`src/rtl/kbd_pkg.sv`:
```
// Shared scan-code constants, decode states and buffer entry type for the
// PS/2 key buffer.
package kbd_pkg;

  localparam logic [7:0] SC_BREAK = 8'hF0;
  localparam logic [7:0] SC_EXT   = 8'hE0;
  localparam logic [7:0] SC_ERR0  = 8'h00;
  localparam logic [7:0] SC_ERR1  = 8'hFF;

  typedef enum logic [1:0] {
    IDLE,
    EXT,
    BRK,
    EXT_BRK
  } kbd_state_e;

  typedef struct packed {
    logic       ext;
    logic [7:0] code;
  } kbd_entry_t;

  function automatic logic is_err_code(input logic [7:0] b);
    return (b == SC_ERR0) || (b == SC_ERR1);
  endfunction

endpackage

```
`src/rtl/kbd_code_buffer_digit_scanner.sv`:
```
// Refresh divider and digit index for the multiplexed display; the enable
// is the active-low one-hot decode of the current index.
module digit_scanner #(
  parameter int NUM_DIGITS  = 4,
  parameter int REFRESH_DIV = 100000,
  parameter int IDX_W       = $clog2(NUM_DIGITS)
) (
  input  logic                  clk,
  input  logic                  rst,
  output logic [IDX_W-1:0]      idx_o,
  output logic [NUM_DIGITS-1:0] seg_en_n_o
);

  localparam int DIV_W = $clog2(REFRESH_DIV);

  logic [DIV_W-1:0] cnt_q, cnt_d;
  logic [IDX_W-1:0] idx_q, idx_d;
  logic             wrap;

  always_comb begin
    wrap  = (cnt_q == DIV_W'(REFRESH_DIV - 1));
    cnt_d = wrap ? '0 : cnt_q + DIV_W'(1);
    idx_d = idx_q;
    if (wrap) begin
      idx_d = (idx_q == IDX_W'(NUM_DIGITS - 1)) ? '0 : idx_q + IDX_W'(1);
    end
  end

  always_ff @(posedge clk or negedge rst) begin
    if (!rst) begin
      cnt_q <= '0;
      idx_q <= '0;
    end else begin
      cnt_q <= cnt_d;
      idx_q <= idx_d;
    end
  end

  assign idx_o = idx_q;

  for (genvar i = 0; i < NUM_DIGITS; i++) begin : g_en
    assign seg_en_n_o[i] = (idx_q != IDX_W'(i));
  end

endmodule

```
`src/rtl/kbd_code_buffer.sv`:
```
// PS/2 set-2 release decoder feeding an N-deep key shift buffer, scanned onto
// an N-digit display. Define BLANK_EMPTY_EN to keep unfilled digits dark.
module kbd_code_buffer
  import kbd_pkg::*;
#(
  parameter int NUM_DIGITS  = 4,
  parameter int REFRESH_DIV = 100000,
  parameter int CNT_W       = $clog2(NUM_DIGITS + 1)
) (
  input  logic                  clk,
  input  logic                  rst,
  input  logic                  valid_code,
  input  logic [7:0]            scan_code_in,
  output logic [7:0]            code_to_display,
  output logic                  ext_to_display,
  output logic [NUM_DIGITS-1:0] seg_en,
  output logic [CNT_W-1:0]      key_count
);

  localparam int IDX_W = $clog2(NUM_DIGITS);

  kbd_state_e state_q, state_d;
  logic       push;
  kbd_entry_t new_entry;

  kbd_entry_t [NUM_DIGITS-1:0] buf_q, buf_d;
  logic [CNT_W-1:0]            key_count_q, key_count_d;

  logic [IDX_W-1:0]      idx;
  logic [NUM_DIGITS-1:0] en_n;
  logic                  blank;
  kbd_entry_t            sel;

  logic [NUM_DIGITS-1:0] seg_en_q, seg_en_d;
  logic [7:0]            code_q, code_d;
  logic                  ext_q, ext_d;

  // Only break sequences push; makes, extended makes and malformed pairs fall
  // back to IDLE so the next byte starts a fresh sequence.
  always_comb begin
    state_d = state_q;
    push    = 1'b0;
    if (valid_code) begin
      if (is_err_code(scan_code_in)) begin
        state_d = IDLE;
      end else begin
        unique case (state_q)
          IDLE: begin
            if (scan_code_in == SC_BREAK)    state_d = BRK;
            else if (scan_code_in == SC_EXT) state_d = EXT;
          end
          EXT: begin
            state_d = (scan_code_in == SC_BREAK) ? EXT_BRK : IDLE;
          end
          BRK, EXT_BRK: begin
            state_d = IDLE;
            push    = (scan_code_in != SC_BREAK) && (scan_code_in != SC_EXT);
          end
          default: state_d = IDLE;
        endcase
      end
    end
  end

  always_comb begin
    new_entry.ext  = (state_q == EXT_BRK);
    new_entry.code = scan_code_in;
    buf_d          = buf_q;
    key_count_d    = key_count_q;
    if (push) begin
      buf_d = {buf_q[NUM_DIGITS-2:0], new_entry};
      if (key_count_q != CNT_W'(NUM_DIGITS)) key_count_d = key_count_q + CNT_W'(1);
    end
  end

  digit_scanner #(
    .NUM_DIGITS (NUM_DIGITS),
    .REFRESH_DIV(REFRESH_DIV),
    .IDX_W      (IDX_W)
  ) u_scan (
    .clk       (clk),
    .rst       (rst),
    .idx_o     (idx),
    .seg_en_n_o(en_n)
  );

  always_comb begin
    sel = buf_q[idx];
`ifdef BLANK_EMPTY_EN
    blank = (CNT_W'(idx) >= key_count_q);
`else
    blank = 1'b0;
`endif
    seg_en_d = blank ? '1 : en_n;
    code_d   = blank ? 8'h00 : sel.code;
    ext_d    = blank ? 1'b0 : sel.ext;
  end

  always_ff @(posedge clk or negedge rst) begin
    if (!rst) begin
      state_q     <= IDLE;
      buf_q       <= '0;
      key_count_q <= '0;
      seg_en_q    <= '1;
      code_q      <= 8'h00;
      ext_q       <= 1'b0;
    end else begin
      state_q     <= state_d;
      buf_q       <= buf_d;
      key_count_q <= key_count_d;
      seg_en_q    <= seg_en_d;
      code_q      <= code_d;
      ext_q       <= ext_d;
    end
  end

  assign code_to_display = code_q;
  assign ext_to_display  = ext_q;
  assign seg_en          = seg_en_q;
  assign key_count       = key_count_q;

endmodule

```
`config.mk`:
```
export PLATFORM = sky130hd
export DESIGN_NAME = kbd_code_buffer
export DESIGN_NICKNAME = d
export VERILOG_FILES = /design/src/rtl/kbd_pkg.sv /design/src/rtl/kbd_code_buffer_digit_scanner.sv /design/src/rtl/kbd_code_buffer.sv
export SDC_FILE = /design/constraint.sdc
export NUM_CORES = 1
export LEC_CHECK = 0
export BUFFER_PORTS_ARGS = -buffer_cell sky130_fd_sc_hd__clkbuf_2
export CAP_MARGIN = 20
export CORE_MARGIN = 2
export CORE_UTILIZATION = 38
export DETAILED_ROUTE_END_ITERATION = 7
export HOLD_SLACK_MARGIN = 0.06
export SLEW_MARGIN = 10
export SYNTH_ARGS = -nofsm -noshare
export SYNTH_HDL_FRONTEND = slang
export SYNTH_HIERARCHICAL = 1
export SYNTH_SLANG_ARGS = --single-unit
```
`constraint.sdc`:
```
create_clock -name clk -period 2.15 [get_ports clk]
set_input_delay 0.43 -clock clk [delete_from_list [all_inputs] [get_ports clk]]
set_output_delay 0.43 -clock clk [all_outputs]
set_load 0.03 [all_outputs]
```
==> Word-level counts from Yosys, hierarchy flattened <==
Index checks and enable logic that the tools add are counted.
{ "op_classes": {"n_eq_ne": 15, "n_reduce_logical": 8, "n_mux": 12, "n_addsub": 3, "magnitude_cmp": 1} }
{ "op_table": {"columns": ["cell", "count"], "rows": [
  ["== test 8 bit, second input constant", 3],
  ["binary-select mux 9 bit (select 2 bit)", 1],
  ["adder 17 x 1 -> 17 bit, second input constant", 1],
  ["== test 17 bit, second input constant", 1],
  ["two-way mux 17 bit", 1],
  ["!= test 8 bit, second input constant", 2],
  ["two-way mux 2 bit", 5],
  ["two-way mux 9 bit", 1],
  ["zero test 8 bit", 1],
  ["== test 2 bit, second input constant", 3],
  ["case mux 2 bit (3 select lines)", 1],
  ["!= test 2 bit, second input constant", 2],
  ["!= test 4 bit, second input constant", 1],
  ["AND reduction 2 bit", 2],
  ["adder 3 x 1 -> 3 bit, second input constant", 1],
  ["less-than comparator 2 x 3 -> 1 bit, second input constant", 1],
  ["two-way mux 1 bit", 3],
  ["!= test 3 bit, second input constant", 1],
  ["adder 2 x 1 -> 2 bit, second input constant", 1],
  ["== test 2 x 1 -> 1 bit, second input constant", 1],
  ["zero test 2 bit", 1],
  ["!= test 2 x 1 -> 1 bit, second input constant", 1],
  ["nonzero test 2 bit", 1],
  ["OR reduction 2 bit", 1],
  ["other kinds (2)", 2]
]} }
{ "word_totals": {"regBits": 73, "in_bits": 11, "wordCells": 54} }

==> Depth between registers and ports, before layout <==
Gate-level depths: netlist (run 1).
{ "depth": {"ltp_word": 6, "ltp_mapped": 6, "depth_no_buf": 5} }

==> Hierarchy <==
Netlist (run 1), hierarchy kept.
{ "modules_own_cells": {"columns": ["module", "area_per_inst_um2", "n_inst", "cells_per_inst"], "rows": [
  ["kbd_code_buffer", 2356.0, 1, 131],
  ["digit_scanner", 955.9, 1, 92]
]} }

==> Least setup slack after synthesis (run 1) <==
No wires, ideal clock.
{ "synth_path": {"path_type": "reg-to-reg", "from": "register u_scan.cnt_q[13]", "to": "register u_scan.idx_q[0], in the netlist u_scan/idx_o[0]", "stages_incl_launch_ff": 5, "slack_ps": 300, "setup_ps": 125, "t_arrival_ps": 1725, "path_cell_list": "dfrtp_1 or4b_1 nor4_2 buf_6 mux2_4"} }
{ "synth_via": {"elab_chain_cells": 1} }
{ "synth_lines": {"columns": ["item", "line", "source"], "rows": [
  ["from (decl)", "kbd_code_buffer_digit_scanner.sv:16", "logic [DIV_W-1:0] cnt_q, cnt_d;"],
  ["from (signal assigned)", "kbd_code_buffer_digit_scanner.sv:34", "cnt_q <= cnt_d;"],
  ["== test 17 bit", "kbd_code_buffer_digit_scanner.sv:21", "wrap = (cnt_q == DIV_W'(REFRESH_DIV - 1));"],
  ["to (signal assigned)", "kbd_code_buffer_digit_scanner.sv:35", "idx_q <= idx_d;"],
  ["to (decl)", "kbd_code_buffer_digit_scanner.sv:17", "logic [IDX_W-1:0] idx_q, idx_d;"]
]} }
Every way passes these cells.
A chain may end at the register's enable or synchronous reset.

==> Worst setup path in the final report (run 1) <==
{ "layout_path": {"from": "register u_scan.cnt_q[12]", "to": "register u_scan.idx_q[1], in the netlist u_scan/idx_o[1]"} }
The elaborated chain is that of the path after synthesis.

==> results by group, run 1 <==
Placed design
  • Detail Placement HPWL: between 3000 and 4000 µm
  • Port bufs: 26
  • Gp weighted congestion: 0.789

Floorplanning
  • Die Width: approximately 100 µm
  • Die area: around 9500 µm²
  • Initial Util: 0.385
  • Site Rows: 34
  • Core region area: 8590 µm²
  • Die H: 97.4 µm
  • IO Pins: 27

Clock network
  • Clock root buffer: clkbuf_8
  • CTS Hold Bufs: 0
  • CTS tree: built
  • Buffer count from post-CTS setup fixing: 0
  • CTS clock-pin slew for the worst setup and hold paths: 0.07 ns
  • Clock Latency Late Sink: around 0.34 ns
  • Clk sinks: 73
  • Post-CTS sizing: 0
  • H-tree Lvls: 3
  • Num CTS Buffers: 9
  • Clock Path Buffers: 2

Critical path
  • Setup slack, reg-to-reg: 0.17 ns
  • Critical path data arrival time: ~2.2 ns
  • Depth of the worst register-to-register path: 4
  • CP Capture Type: flop
  • Critical path type: flop to flop
  • FF-to-FF End: u_scan/idx_o[1]$_DFFE_PN0N_
  • Startpoint Class: flop
  • Worst Path Max Fanout: 10
  • FF-to-FF Start: u_scan/cnt_q[12]$_DFF_PN0_
  • CP required: 2.38 ns

Logic synthesis
  • Post-synthesis sequential area ratio: 0.553
  • Synth warnings: 6
  • Count of unique library cells instantiated by Yosys: 36
  • Synth Area per Inst: 14.9 µm²
  • Synth Cell Area: 3310 µm²
  • Net Count, Synth: 241
  • Number of synthesized register bits: 73
  • Synth Flop Type: dfrtp_1
  • Mapped Cells: between 200 and 250
  • Post-synth EDFFs: 0
  • Async SR Flop Fraction: 1.00

Routing
  • Routed Wire Length: 5480 µm
  • Via/cell ratio: 4.91
  • Via count: 1833
  • DRT Pass-1 Iters: 4
  • Detailed-route DRC error count: 0
  • Routed wire per std cell: 14.7 µm
  • Post-DRT Antenna Nets: 0
  • Initial DRC count: 67

Timing
  • Final hold slack: 0.0604 ns
  • Minimum clock period: 1.98 ns
  • Final setup TNS: 0 ns
  • RSZ-0062 raised after global routing: false
  • Slew HR: 0.587
  • Slew Viols, Final: 0
  • Final hold viol count: 0
  • # setup viols final: 0
  • Period utilization: 0.919
  • Fmax: 0.506 GHz
  • Skew final: 0.00815 ns
  • Worst Tran Pin Value: slightly above 0.6 ns

Final layout
  • Commonest non-fill, non-tap cell in the layout: dfrtp_1
  • Area Growth Syn to Fin: 15.0%
  • Ant diodes: 0
  • Share of cells above drive strength 1: 0.400
  • Nets: 278
  • Commonest cells after routing, fill and taps aside: 69 x dfrtp_1, 31 x mux2_4, 25 x clkbuf_2

Global routing
  • Total track usage: 0.129
  • Initial antenna violation count: 0
  • Vias in the first global route: 1860
  • GRT overflow: 0
  • Largest net degree at the start of global routing: 41
  • First-pass GRT wire length: 9610 µm

Run
  • Max-cap violations: 0

Power and ir drop
  • Power per Cell Area: between 700 and 800 nW/µm²
  • Worst vdd ir: 0.000313 V
  • Pwr Total: 2720 µW
  • Pleak: 0.00192 µW

Status
  • Status: complete, no violations

Min path
  • Hold Path Class: input pin to asynchronous set/reset pin
-- power by group --
group          internal, µW  switching, µW  total (µW)  leakage [µW]
Clock                   719            480        1200      0.000111
Combinational          44.6           71.8         116      0.000818
Sequential             1390           13.4        1410      0.000989
Total                  2160            565        2720       0.00192
-- worst max-delay path by stage --
stage / start / endpoint / slack, ns / depth (start not counted)
final: u_scan/cnt_q[12]$_DFF_PN0_ / u_scan/idx_o[1]$_DFFE_PN0N_ / 0.17 / 4
after floorplan: u_scan/cnt_q[13]$_DFF_PN0_ / u_scan/idx_o[0]$_DFFE_PN0N_ / 0.30 / 4
after CTS: u_scan/cnt_q[12]$_DFF_PN0_ / u_scan/idx_o[1]$_DFFE_PN0N_ / 0.16 / 4
after detailed placement: scan_code_in[1] / buf_q[20]$_DFFE_PN0P_ / 0.04 / 6
after global placement: scan_code_in[1] / buf_q[24]$_DFFE_PN0P_ / 0.06 / 6
after global routing: u_scan/cnt_q[12]$_DFF_PN0_ / u_scan/idx_o[1]$_DFFE_PN0N_ / 0.06 / 4
-- layer usage --
metal	GRT usage	vias up	part of all wire
met3	0.0460	7	0.043
met4	0.0417	0	0.014
met2	0.183	36	0.45
li1	-	868	-
met5	0	-	0
met1	0.185	922	0.49
-- synth_stat cells (all sizes together) (2+ instances only) --
cell type / number / area [µm²]
inv: 12 / 45.0
xor2: 7 / 61.3
mux4: 9 / 203
and3: 2 / 15.0
nand4b: 2 / 17.5
xnor2: 5 / 43.8
nand4: 5 / 31.3
a21oi: 5 / 25.0
nand2: 6 / 22.5
ha: 7 / 87.6
or3: 5 / 31.3
nor2: 11 / 41.3
nand3: 4 / 20.0
nor4: 4 / 37.5
dfrtp: 69 / 1730
dfstp: 4 / 105
mux2: 41 / 578
buf: 7 / 91.3
or4b: 2 / 20.0
o21ai: 6 / 30.0
-- metrics by stage --
step,worst slack [ns],instance area [µm²],cells,util
after CTS,0.155,3810,373,0.443
after global placement,0.0642,3590,357,0.417
after detailed placement,0.0380,3590,357,0.417
final,0.174,3810,373,0.443
after floorplan,0.300,3310,223,-
after global routing,0.0619,3810,373,0.443
-- registers in the layout, summed over array words and instances (netlist names) --
register         count
buf_q               36
u_scan/cnt_q        17
code_to_display      8
seg_en               4
key_count            3
state_q              2
u_scan/idx_o         2
ext_to_display       1
-- layout make-up --
class / instances / area [µm²]
inverter: 12 / 45.0
sequential: 73 / 1830
clock buffer: 14 / 163
tap: 108 / 135
fill: 796 / 4780
timing repair buffer: 33 / 223
multi-input combinational: 131 / 1350
clock inverter: 2 / 60.1
-- critical path, cell delays in order (launching register included) --
cell,delay (ns)
dfrtp_1,0.42
or4b_1,0.55
nor4_2,0.31
buf_4,0.23
mux2_2,0.35
-- kinds of logic (layout without fill, tap and decap cells) --
group / count (synthesis) / in the layout / share of synthesized area
fa+ha+maj: 7 / 7 / 0.0264
buf+inv: 19 / 61 / 0.0412
simple gates: 48 / 48 / 0.0873
mux: 50 / 50 / 0.236
flops: 73 / 73 / 0.553
compound gates: 14 / 14 / 0.0246
xor+xnor: 12 / 12 / 0.0317
Power figures use the tool's default switching activity.
==> run 2, diff against run 1 <==
--- a/config.mk
+++ b/config.mk
@@ -5,12 +5,13 @@
 export SDC_FILE = /design/constraint.sdc
 export NUM_CORES = 1
 export LEC_CHECK = 0
-export BUFFER_PORTS_ARGS = -buffer_cell sky130_fd_sc_hd__clkbuf_2
 export CAP_MARGIN = 20
 export CORE_MARGIN = 2
-export CORE_UTILIZATION = 38
+export CORE_UTILIZATION = 55
 export DETAILED_ROUTE_END_ITERATION = 7
+export DONT_BUFFER_PORTS = 1
 export HOLD_SLACK_MARGIN = 0.06
+export PLACE_DENSITY = 0.7
 export SLEW_MARGIN = 10
 export SYNTH_ARGS = -nofsm -noshare
 export SYNTH_HDL_FRONTEND = slang
==> results by group, run 2 (synthesis gave the netlist of run 1 again) <==
Clock network
  • H-tree Lvls: 3
  • CTS tree: built
  • CTS clock-pin slew for the worst setup and hold paths: 0.07 ns
  • Num CTS Buffers: 9
  • Clk sinks: 73
  • Clock Path Buffers: 2
  • Clock root buffer: clkbuf_8
  • Clock Latency Late Sink: 0.34 ns

Final layout
  • Commonest cells after routing, fill and taps aside: 69 x dfrtp_1, 31 x mux2_4, 12 x inv_1
  • Commonest non-fill, non-tap cell in the layout: dfrtp_1
  • Final instance area: roughly 3600 µm²
  • Area Growth Syn to Fin: 8.05%
  • Max reg flops: 36
  • Ant diodes: 0
  • Most flop-heavy register: buf_q
  • Fill count: roughly 440
  • Share of cells above drive strength 1: 0.325
  • Nets: 253

Status
  • Status: complete, no violations

Global routing
  • First-pass GRT wire length: approximately 8700 µm
  • Vias in the first global route: 1782
  • Total track usage: 0.180
  • Initial antenna violation count: 0
  • Largest net degree at the start of global routing: 74
  • GRT overflow: 0

Placed design
  • Placed inst area: 3380 µm²
  • Gp weighted congestion: around 0.8
  • Detail Placement HPWL: 3540 µm
  • Port bufs: 0
  • Worst slack, placed: 0.186 ns

Routing
  • Via count: 1744
  • Routed Wire Length: around 5200 µm
  • Routed wire per std cell: 16.4 µm
  • Detailed-route DRC error count: 0
  • Initial DRC count: between 50 and 60
  • Via/cell ratio: 5.54
  • Post-DRT Antenna Nets: 0
  • DRT Pass-1 Iters: 4

Critical path
  • CP required: 2.37 ns
  • FF-to-FF Start: u_scan/cnt_q[12]$_DFF_PN0_
  • Slowest cell on crit path: or4b_1
  • Startpoint Class: flop
  • Critical path type: flop to flop
  • Depth of the worst register-to-register path: 4
  • Critical path data arrival time: 2.13 ns
  • CP Capture Type: flop
  • Crit path launch: u_scan/cnt_q[12]$_DFF_PN0_
  • Worst Path Max Fanout: 5
  • Setup slack, reg-to-reg: 0.24 ns
  • CP Cell Sequence: or4b_1 > nor4_2 > buf_4 > mux2_2
  • FF-to-FF End: u_scan/idx_o[1]$_DFFE_PN0N_
  • CP peak stage delay: 0.55 ns

Min path
  • Hold Startpoint: scan_code_in[0]
  • Hold endpoint: buf_q[0]$_DFFE_PN0P_
  • Hold path cells: 1
  • Hold Path Class: input pin to flop

Timing
  • Skew final: 0.00900 ns
  • Worst Tran Pin Value: 0.568 ns
  • Minimum clock period: 1.91 ns
  • Final setup TNS: 0 ns
  • Slew HR: 0.621
  • Final hold viol count: 0
  • Final hold slack: 0.237 ns
  • Fmax: 0.523 GHz
  • Slew Viols, Final: 0
  • Worst setup margin: 0.239 ns
  • RSZ-0062 raised after global routing: false
  • # setup viols final: 0
  • Period utilization: 0.889

Floorplanning
  • IO Pins: 27
  • Die area: 6660 µm²
  • Die H: 81.6 µm
  • Site Rows: 28
  • Core region area: 5890 µm²
  • Die Width: 81.6 µm
  • Initial Util: 0.563

Power and ir drop
  • Pleak: 0.00178 µW
  • Comb power frac: 0.030
  • Reg power frac: 0.596
  • Clk pwr share: 0.374
  • Sw frac: 0.217
  • Pint: 1880 µW
  • Psw: 521 µW
  • Worst vdd ir: 0.000395 V
  • Power per Cell Area: approximately 670 nW/µm²

Run
  • Max-cap violations: 0
run 2: changes by cell type in the layout (fill, tap and decap cells not counted), sizes merged:
cell	delta
clkbuf	-24
bufinv	-2
buf	-1
clkinv	+1
dlygate4sd3	+1
run 2: worst max-delay path: cells and delay by family (launching register included):
family	cells	cell delay (ns)
and+or+nand+nor	2	0.87
DFF	1	0.40
muxes	1	0.33
buffers and inverters	1	0.20
run 2: worst max-delay path by stage:
stage	to	slack [ns]
finish	u_scan/idx_o[1]$_DFFE_PN0N_	0.24
global route	u_scan/idx_o[1]$_DFFE_PN0N_	0.13
global placement	buf_q[19]$_DFFE_PN0P_	0.23
CTS	u_scan/idx_o[1]$_DFFE_PN0N_	0.23
floorplan	u_scan/idx_o[0]$_DFFE_PN0N_	0.30
detailed placement	buf_q[21]$_DFFE_PN0P_	0.19
run 2: layer usage:
metal / up-vias / share of wire / track usage
li1: 818 / - / -
met1: 885 / 0.44 / 0.219
met2: 36 / 0.50 / 0.291
met3: 5 / 0.050 / 0.0791
met4: 0 / 0.0089 / 0.0550
met5: - / 0 / 0
run 2: final cells by class:
class / count / area [µm²] / area share
well taps: 75 / 93.8 / 0.0262
inverters: 12 / 45.0 / 0.0126
clock buffers: 15 / 156 / 0.0437
flip-flops and latches: 73 / 1830 / 0.512
repair buffers: 8 / 95.1 / 0.0266
clock inverters: 1 / 5.00 / 0.00140
multi-input cells: 131 / 1350 / 0.378
run 2: stage by stage:
stage           util  std cells  total power [µW]
2_1_floorplan      -        223              1480
3_3_place_gp   0.574        297              1490
3_5_place_dp   0.574        297              1500
4_1_cts        0.608        315              2440
5_1_grt        0.608        315              2520
6_report       0.608        315              2400
run 2: timing repair:
| item | CTS | global route |
|---|---|---|
| resized for setup | 0 | 0 |
| endpoints found under the hold margin | 73 | 0 |
| hold buffers | 2 | 0 |
| buffers inserted | 0 | 0 |
run 2: power by group through the flow:
stage	Combinational [µW]	Clock [µW]	Sequential, µW
6_report	71.6	898	1430
5_1_grt	81.7	1010	1430
4_1_cts	74.6	931	1430
3_5_place_dp	40.0	0	1460
3_3_place_gp	39.1	0	1460
2_1_floorplan	35.1	0	1450
